[src/rtl/bkg_bank_scheduler.sv]
// Background bank display controller: scrolled read addressing, a frame-paced wipe
// between banks, and write gating of visible banks. Vertical scroll needs BKG_SCROLL_EN.
module bkg_bank_scheduler #(
  parameter int IMG_W     = 160,
  parameter int IMG_H     = 160,
  parameter int VIS_ROWS  = 120,
  parameter int WIPE_STEP = 4
) (
  input  logic        Clk,
  input  logic        Reset,
  input  logic        frame_start,
  input  logic        vblank,
  input  logic [9:0]  DrawX,
  input  logic [9:0]  DrawY,
  input  logic [3:0]  scroll_amt,
  input  logic [1:0]  bank_req,
  output logic [14:0] read_address,
  input  logic [23:0] ram_data0,
  input  logic [23:0] ram_data1,
  input  logic [23:0] ram_data2,
  input  logic [23:0] ram_data3,
  output logic [23:0] bkg_rgb,
  output logic [1:0]  cur_bank,
  output logic        busy,
  input  logic        wr_req,
  input  logic [1:0]  wr_bank,
  input  logic [14:0] wr_addr,
  input  logic [4:0]  wr_data,
  output logic        wr_ack,
  output logic [3:0]  we,
  output logic [14:0] write_address,
  output logic [4:0]  data_In
);

  localparam logic [0:0] SHOW = 1'b0;
  localparam logic [0:0] WIPE = 1'b1;

  localparam logic [8:0] IMG_H_C = 9'(IMG_H);
  localparam logic [7:0] VIS_C   = 8'(VIS_ROWS);
  localparam logic [7:0] STEP_C  = 8'(WIPE_STEP);

  logic [0:0]  state_r;
  logic [7:0]  wipe_row_r;
  logic [1:0]  tgt_bank_r;
  logic [1:0]  cur_bank_r;
  logic [1:0]  sel1_r;
  logic [1:0]  sel2_r;
  logic [14:0] read_address_r;
  logic [23:0] bkg_rgb_r;

  logic [7:0]  scroll_off_s;
  logic [7:0]  vy_s;
  logic [7:0]  x_s;
  logic [8:0]  row_sum_s;
  logic [7:0]  row_s;
  logic [14:0] addr_s;
  logic [1:0]  sel_s;
  logic [7:0]  wipe_next_s;
  logic [23:0] pix_s;
  logic        visible_s;
  logic        grant_s;
  logic        unused_s;

`ifdef BKG_SCROLL_EN
  logic [7:0] scroll_off_r;
  logic [8:0] scroll_sum_s;

  assign scroll_sum_s = {1'b0, scroll_off_r} + {5'd0, scroll_amt};

  // Advance the scroll offset once per frame, wrapping at the image height
  always_ff @(posedge Clk) begin
    if (Reset) begin
      scroll_off_r <= 8'd0;
    end else if (frame_start) begin
      scroll_off_r <= (scroll_sum_s >= IMG_H_C) ? (scroll_sum_s[7:0] - IMG_H_C[7:0])
                                                : scroll_sum_s[7:0];
    end else begin
      scroll_off_r <= scroll_off_r;
    end
  end

  assign scroll_off_s = scroll_off_r;
  assign unused_s     = ^{DrawX[1:0], DrawY[1:0]};
`else
  assign scroll_off_s = 8'd0;
  assign unused_s     = ^{DrawX[1:0], DrawY[1:0], scroll_amt};
`endif

  assign wipe_next_s = wipe_row_r + STEP_C;

  // Pixel coordinate to bank address and bank selection for the current pixel
  always_comb begin
    vy_s      = DrawY[9:2];
    x_s       = DrawX[9:2];
    row_sum_s = {1'b0, vy_s} + {1'b0, scroll_off_s};
    // Sum is below twice the image height, so one conditional subtract wraps it
    if (row_sum_s >= IMG_H_C) begin
      row_s = row_sum_s[7:0] - IMG_H_C[7:0];
    end else begin
      row_s = row_sum_s[7:0];
    end
    if (IMG_W == 160) begin
      addr_s = {row_s, 7'd0} + {2'd0, row_s, 5'd0} + {7'd0, x_s};
    end else begin
      addr_s = 15'(int'(row_s) * IMG_W) + {7'd0, x_s};
    end
    if ((state_r == WIPE) && (vy_s < wipe_row_r)) begin
      sel_s = tgt_bank_r;
    end else begin
      sel_s = cur_bank_r;
    end
  end

  // Frame-paced wipe sequencer; requests arriving mid-wipe wait for SHOW
  always_ff @(posedge Clk) begin
    if (Reset) begin
      state_r    <= SHOW;
      wipe_row_r <= 8'd0;
      tgt_bank_r <= 2'd0;
      cur_bank_r <= 2'd0;
    end else if (frame_start) begin
      case (state_r)
        SHOW: begin
          if (bank_req != cur_bank_r) begin
            tgt_bank_r <= bank_req;
            wipe_row_r <= 8'd0;
            state_r    <= WIPE;
          end
        end
        WIPE: begin
          if (wipe_next_s >= VIS_C) begin
            cur_bank_r <= tgt_bank_r;
            wipe_row_r <= 8'd0;
            state_r    <= SHOW;
          end else begin
            wipe_row_r <= wipe_next_s;
          end
        end
        default: state_r <= SHOW;
      endcase
    end
  end

  // Selected bank's data lands one cycle after the address, so the select trails it
  always_comb begin
    case (sel2_r)
      2'd0:    pix_s = ram_data0;
      2'd1:    pix_s = ram_data1;
      2'd2:    pix_s = ram_data2;
      2'd3:    pix_s = ram_data3;
      default: pix_s = ram_data0;
    endcase
  end

  // Three-stage read pipeline: address, RAM access, pixel register
  always_ff @(posedge Clk) begin
    if (Reset) begin
      read_address_r <= 15'd0;
      sel1_r         <= 2'd0;
      sel2_r         <= 2'd0;
      bkg_rgb_r      <= 24'd0;
    end else begin
      read_address_r <= addr_s;
      sel1_r         <= sel_s;
      sel2_r         <= sel1_r;
      bkg_rgb_r      <= pix_s;
    end
  end

  // Visible banks only accept writes during vertical blanking
  always_comb begin
    visible_s = (wr_bank == cur_bank_r) || ((state_r == WIPE) && (wr_bank == tgt_bank_r));
    grant_s   = wr_req && !Reset && (!visible_s || vblank);
    if (grant_s) begin
      we            = 4'b0001 << wr_bank;
      write_address = wr_addr;
      data_In       = wr_data;
    end else begin
      we            = 4'b0000;
      write_address = 15'd0;
      data_In       = 5'd0;
    end
  end

  assign wr_ack       = grant_s;
  assign read_address = read_address_r;
  assign bkg_rgb      = bkg_rgb_r;
  assign cur_bank     = cur_bank_r;
  assign busy         = (state_r == WIPE);

endmodule

[config.mk]
export PLATFORM = sky130hd
export DESIGN_NAME = bkg_bank_scheduler
export DESIGN_NICKNAME = d
export VERILOG_FILES = /design/src/rtl/bkg_bank_scheduler.sv
export SDC_FILE = /design/constraint.sdc
export NUM_CORES = 1
export LEC_CHECK = 0
export CAP_MARGIN = 20
export CORE_UTILIZATION = 36
export DETAILED_ROUTE_END_ITERATION = 10
export PLACE_DENSITY = 0.82
export REMOVE_ABC_BUFFERS = 1
export SYNTH_ARGS = -nofsm -noshare
export SYNTH_HDL_FRONTEND = slang
export SYNTH_SLANG_ARGS = --single-unit
[constraint.sdc]
create_clock -name Clk -period 2.7 [get_ports Clk]
set_input_delay 0.27 -clock Clk [delete_from_list [all_inputs] [get_ports Clk]]
set_output_delay 0.27 -clock Clk [all_outputs]
set_load 0.02 [all_outputs]
==> results.toml <==
[detailed_routing]
via_per_inst = 4.79
num_vias = 2968
drtPass1Iterations = 4
postRouteWirelength_um = 9080
ant_nets = 0
drcViolationCount = 0
routedWlPerCell_um = 14.6
dr.first_iter.drc_count = 44

[pwr]
comb_power_share_pct = 33.5
seq_power_share_pct = 43.7
swShare_pct = 27.7
vdd_drop_max_uv = 219
pwr-share-clk_pct = 22.8
p_int_uw = 1430
p_sw_uw = 549
leakage_uw = 0.00226
total_power_uw = 1980
power_density_mw_per_mm2 = 364

[sta]
fin_skew_ns = 0.00781
worst_hold_slack_ns = 0.454
finalCritPeriodShare_pct = 95.6
worst_slew_pin_slew_ns = 0.560
max_freq_mhz = 387
hold_violations = 0
rsz0062_at_grt = "no"
min_period_ns = 2.58
setup_viol = 0
slew_headroom_pct = 62.6
drv_slew = 0

[floorplanning]
num_rows = 33
die_area_mm2 = 0.00902
fp.coreArea_mm2 = 0.00830
start_util_pct = 37.5
die_h_um = 95.0
die_w_um = 95.0
io_pins = 216

[clock_tree]
clk_pin_slew_ns = 0.10
clkLatencyLatePin_ns = 0.30
cts_post_setup_buffers_inserted = 0
cts_tree = "done"
clockBufferDepth = 2
htree_levels = 2
numCtsBuffers = 5
cts_sinks = 54
hold_buffers = 0
clockRootBuffer = "clkbuf_8"
cts_resized = 0

[layout]
area_growth_pct = 75.3
final_cell_area_mm2 = 0.00545
layout.nets = 686
finalCoreUtilization_pct = 65.7
fillCellCount = 644
layout-drive-gt1-share_pct = 9.92
mostFrequentLayoutCells = "197 x clkdlybuf4s50_1, 53 x dfxtp_1, 33 x nor2b_1"
final_common_cell = "clkdlybuf4s50_1"

[synth]
avgSynthCellArea_um2 = 10.3
synth_edf_count = 0
yosys_warnings = 0
netlist_instances = 302
synth_cell_type_count = 40
ys_seq_elements = 54
ys_seq_area_share_pct = 34.8
async_flop_share_pct = 0
synth_area_mm2 = 0.00311
ys.flop_type = "dfxtp_1"

[grt]
grt_pass1_wl_um = 14200
overflow = 0
grt_max_degree = 53
antenna_found_initial = 1
grt_pass1_vias = 3029
grt.total_usage_pct = 20.8

[place]
dp_hpwl_um = 7780
placed_area_mm2 = 0.00533
place_congestion = 0.809
portBuffers = 207

[setup_path]
path_max_fanout = 3
crit_type = "in -> reg"
required_ns = 2.92
end_kind = "flop"
cp.arrival_ns = 2.80
cp-start-kind = "primary input"
rrSetupSlack_ns = 0.78

[status]
status = "finished clean"

[hold_path]
worstHoldPathType = "reg -> reg"

[job]
drv_cap = 0
## area by class of cell
type                    count  area, µm²  share of cell area, %
diodes                      1       2.50                 0.0459
clock buffers               5       68.8                   1.26
clock inverters             3       18.8                  0.344
inverters                  18       67.6                   1.24
multi-input cells         216       1910                   35.0
flip-flops and latches     54       1080                   19.8
well taps                 105        131                   2.41
repair buffers            218       2170                   39.8
## critical path, stage by stage
cell and delay (ns):
clkdlybuf4s50_1 0.51, inv_1 0.06, fa_1 0.48, fa_1 0.44
nand2b_1 0.19, a21oi_2 0.19, o211ai_1 0.14, a31oi_2 0.24
nor3_1 0.08, nor3_1 0.19
## layer usage
metal / vias to the layer above / part of all wire [%] / track usage (%)
met1: 1366 / 36 / 21.8
met4: 0 / 2.3 / 6.82
met2: 106 / 56 / 39.7
met3: 19 / 6.5 / 5.39
met5: - / 0 / 0
li1: 1477 / - / -
## cell families (layout without fill, tap and decap cells)
kind of cell	count (synthesis)	after routing	synth area share (%)
AO/OA/AOI/OAI	36	36	7.40
XOR/XNOR	15	15	4.22
adder cells (fa/ha/maj)	24	24	10.1
buffers and inverters	32	244	4.14
flip-flops	54	54	34.8
multiplexers	31	31	19.6
other	0	1	0
AND/OR/NAND/NOR	110	110	19.7
## registers in the layout, summed over array words and instances (netlist names)
| register | count |
|---|---|
| bkg_rgb | 24 |
| wipe_row_r | 6 |
| tgt_bank_r | 2 |
| read_address | 15 |
| cur_bank | 2 |
| sel1_r | 2 |
| sel2_r | 2 |
| busy | 1 |
## synthesized netlist by cell type (2+ instances only)
| master | instances | area, µm² |
|---|---|---|
| nor2_1 | 23 | 86.3 |
| mux4_2 | 24 | 541 |
| nor2b_1 | 33 | 206 |
| inv_1 | 18 | 67.6 |
| and3_1 | 2 | 12.5 |
| nand2b_1 | 8 | 50.1 |
| buf_1 | 2 | 7.51 |
| fa_1 | 2 | 40.0 |
| xor2_1 | 4 | 35.0 |
| o21ai_0 | 8 | 40.0 |
| nor3_1 | 3 | 15.0 |
| a21oi_1 | 10 | 50.1 |
| nand2_1 | 11 | 41.3 |
| nand3_1 | 3 | 15.0 |
| buf_2 | 4 | 20.0 |
| a31oi_1 | 4 | 25.0 |
| clkbuf_1 | 7 | 26.3 |
| dfxtp_1 | 54 | 1080 |
| o211ai_1 | 3 | 22.5 |
| and2_1 | 21 | 131 |
| ha_1 | 22 | 275 |
| o21a_1 | 2 | 15.0 |
| mux2i_1 | 7 | 70.1 |
| xnor2_1 | 11 | 96.3 |
## path summary, 6_finish.rpt
check	cells after the start	from	endpoint
min	1	sel1_r[1]	sel2_r[1]
min reg2reg	1	sel1_r[1]	sel2_r[1]
max	10	DrawY[4]	read_address[14]
max reg2reg	8	wipe_row_r[3]	wipe_row_r[4]
## power by group through the flow
stage	sequential (µW)	combinational, µW	clock [µW]
3_5_place_dp	885	666	0
3_3_place_gp	882	648	0
4_1_cts	867	669	462
6_report	866	665	452
2_1_floorplan	944	212	0
5_1_grt	872	722	493
## through the flow
step	std cells	setup TNS, ns	worst slack (ns)
6_report	620	0	0.118
3_5_place_dp	611	-0.375	-0.256
5_1_grt	620	0	0.00399
2_1_floorplan	288	0	0.235
3_3_place_gp	611	-0.131	-0.127
4_1_cts	619	0	0.0246
No activity file was read; power rests on OpenSTA's default activity.
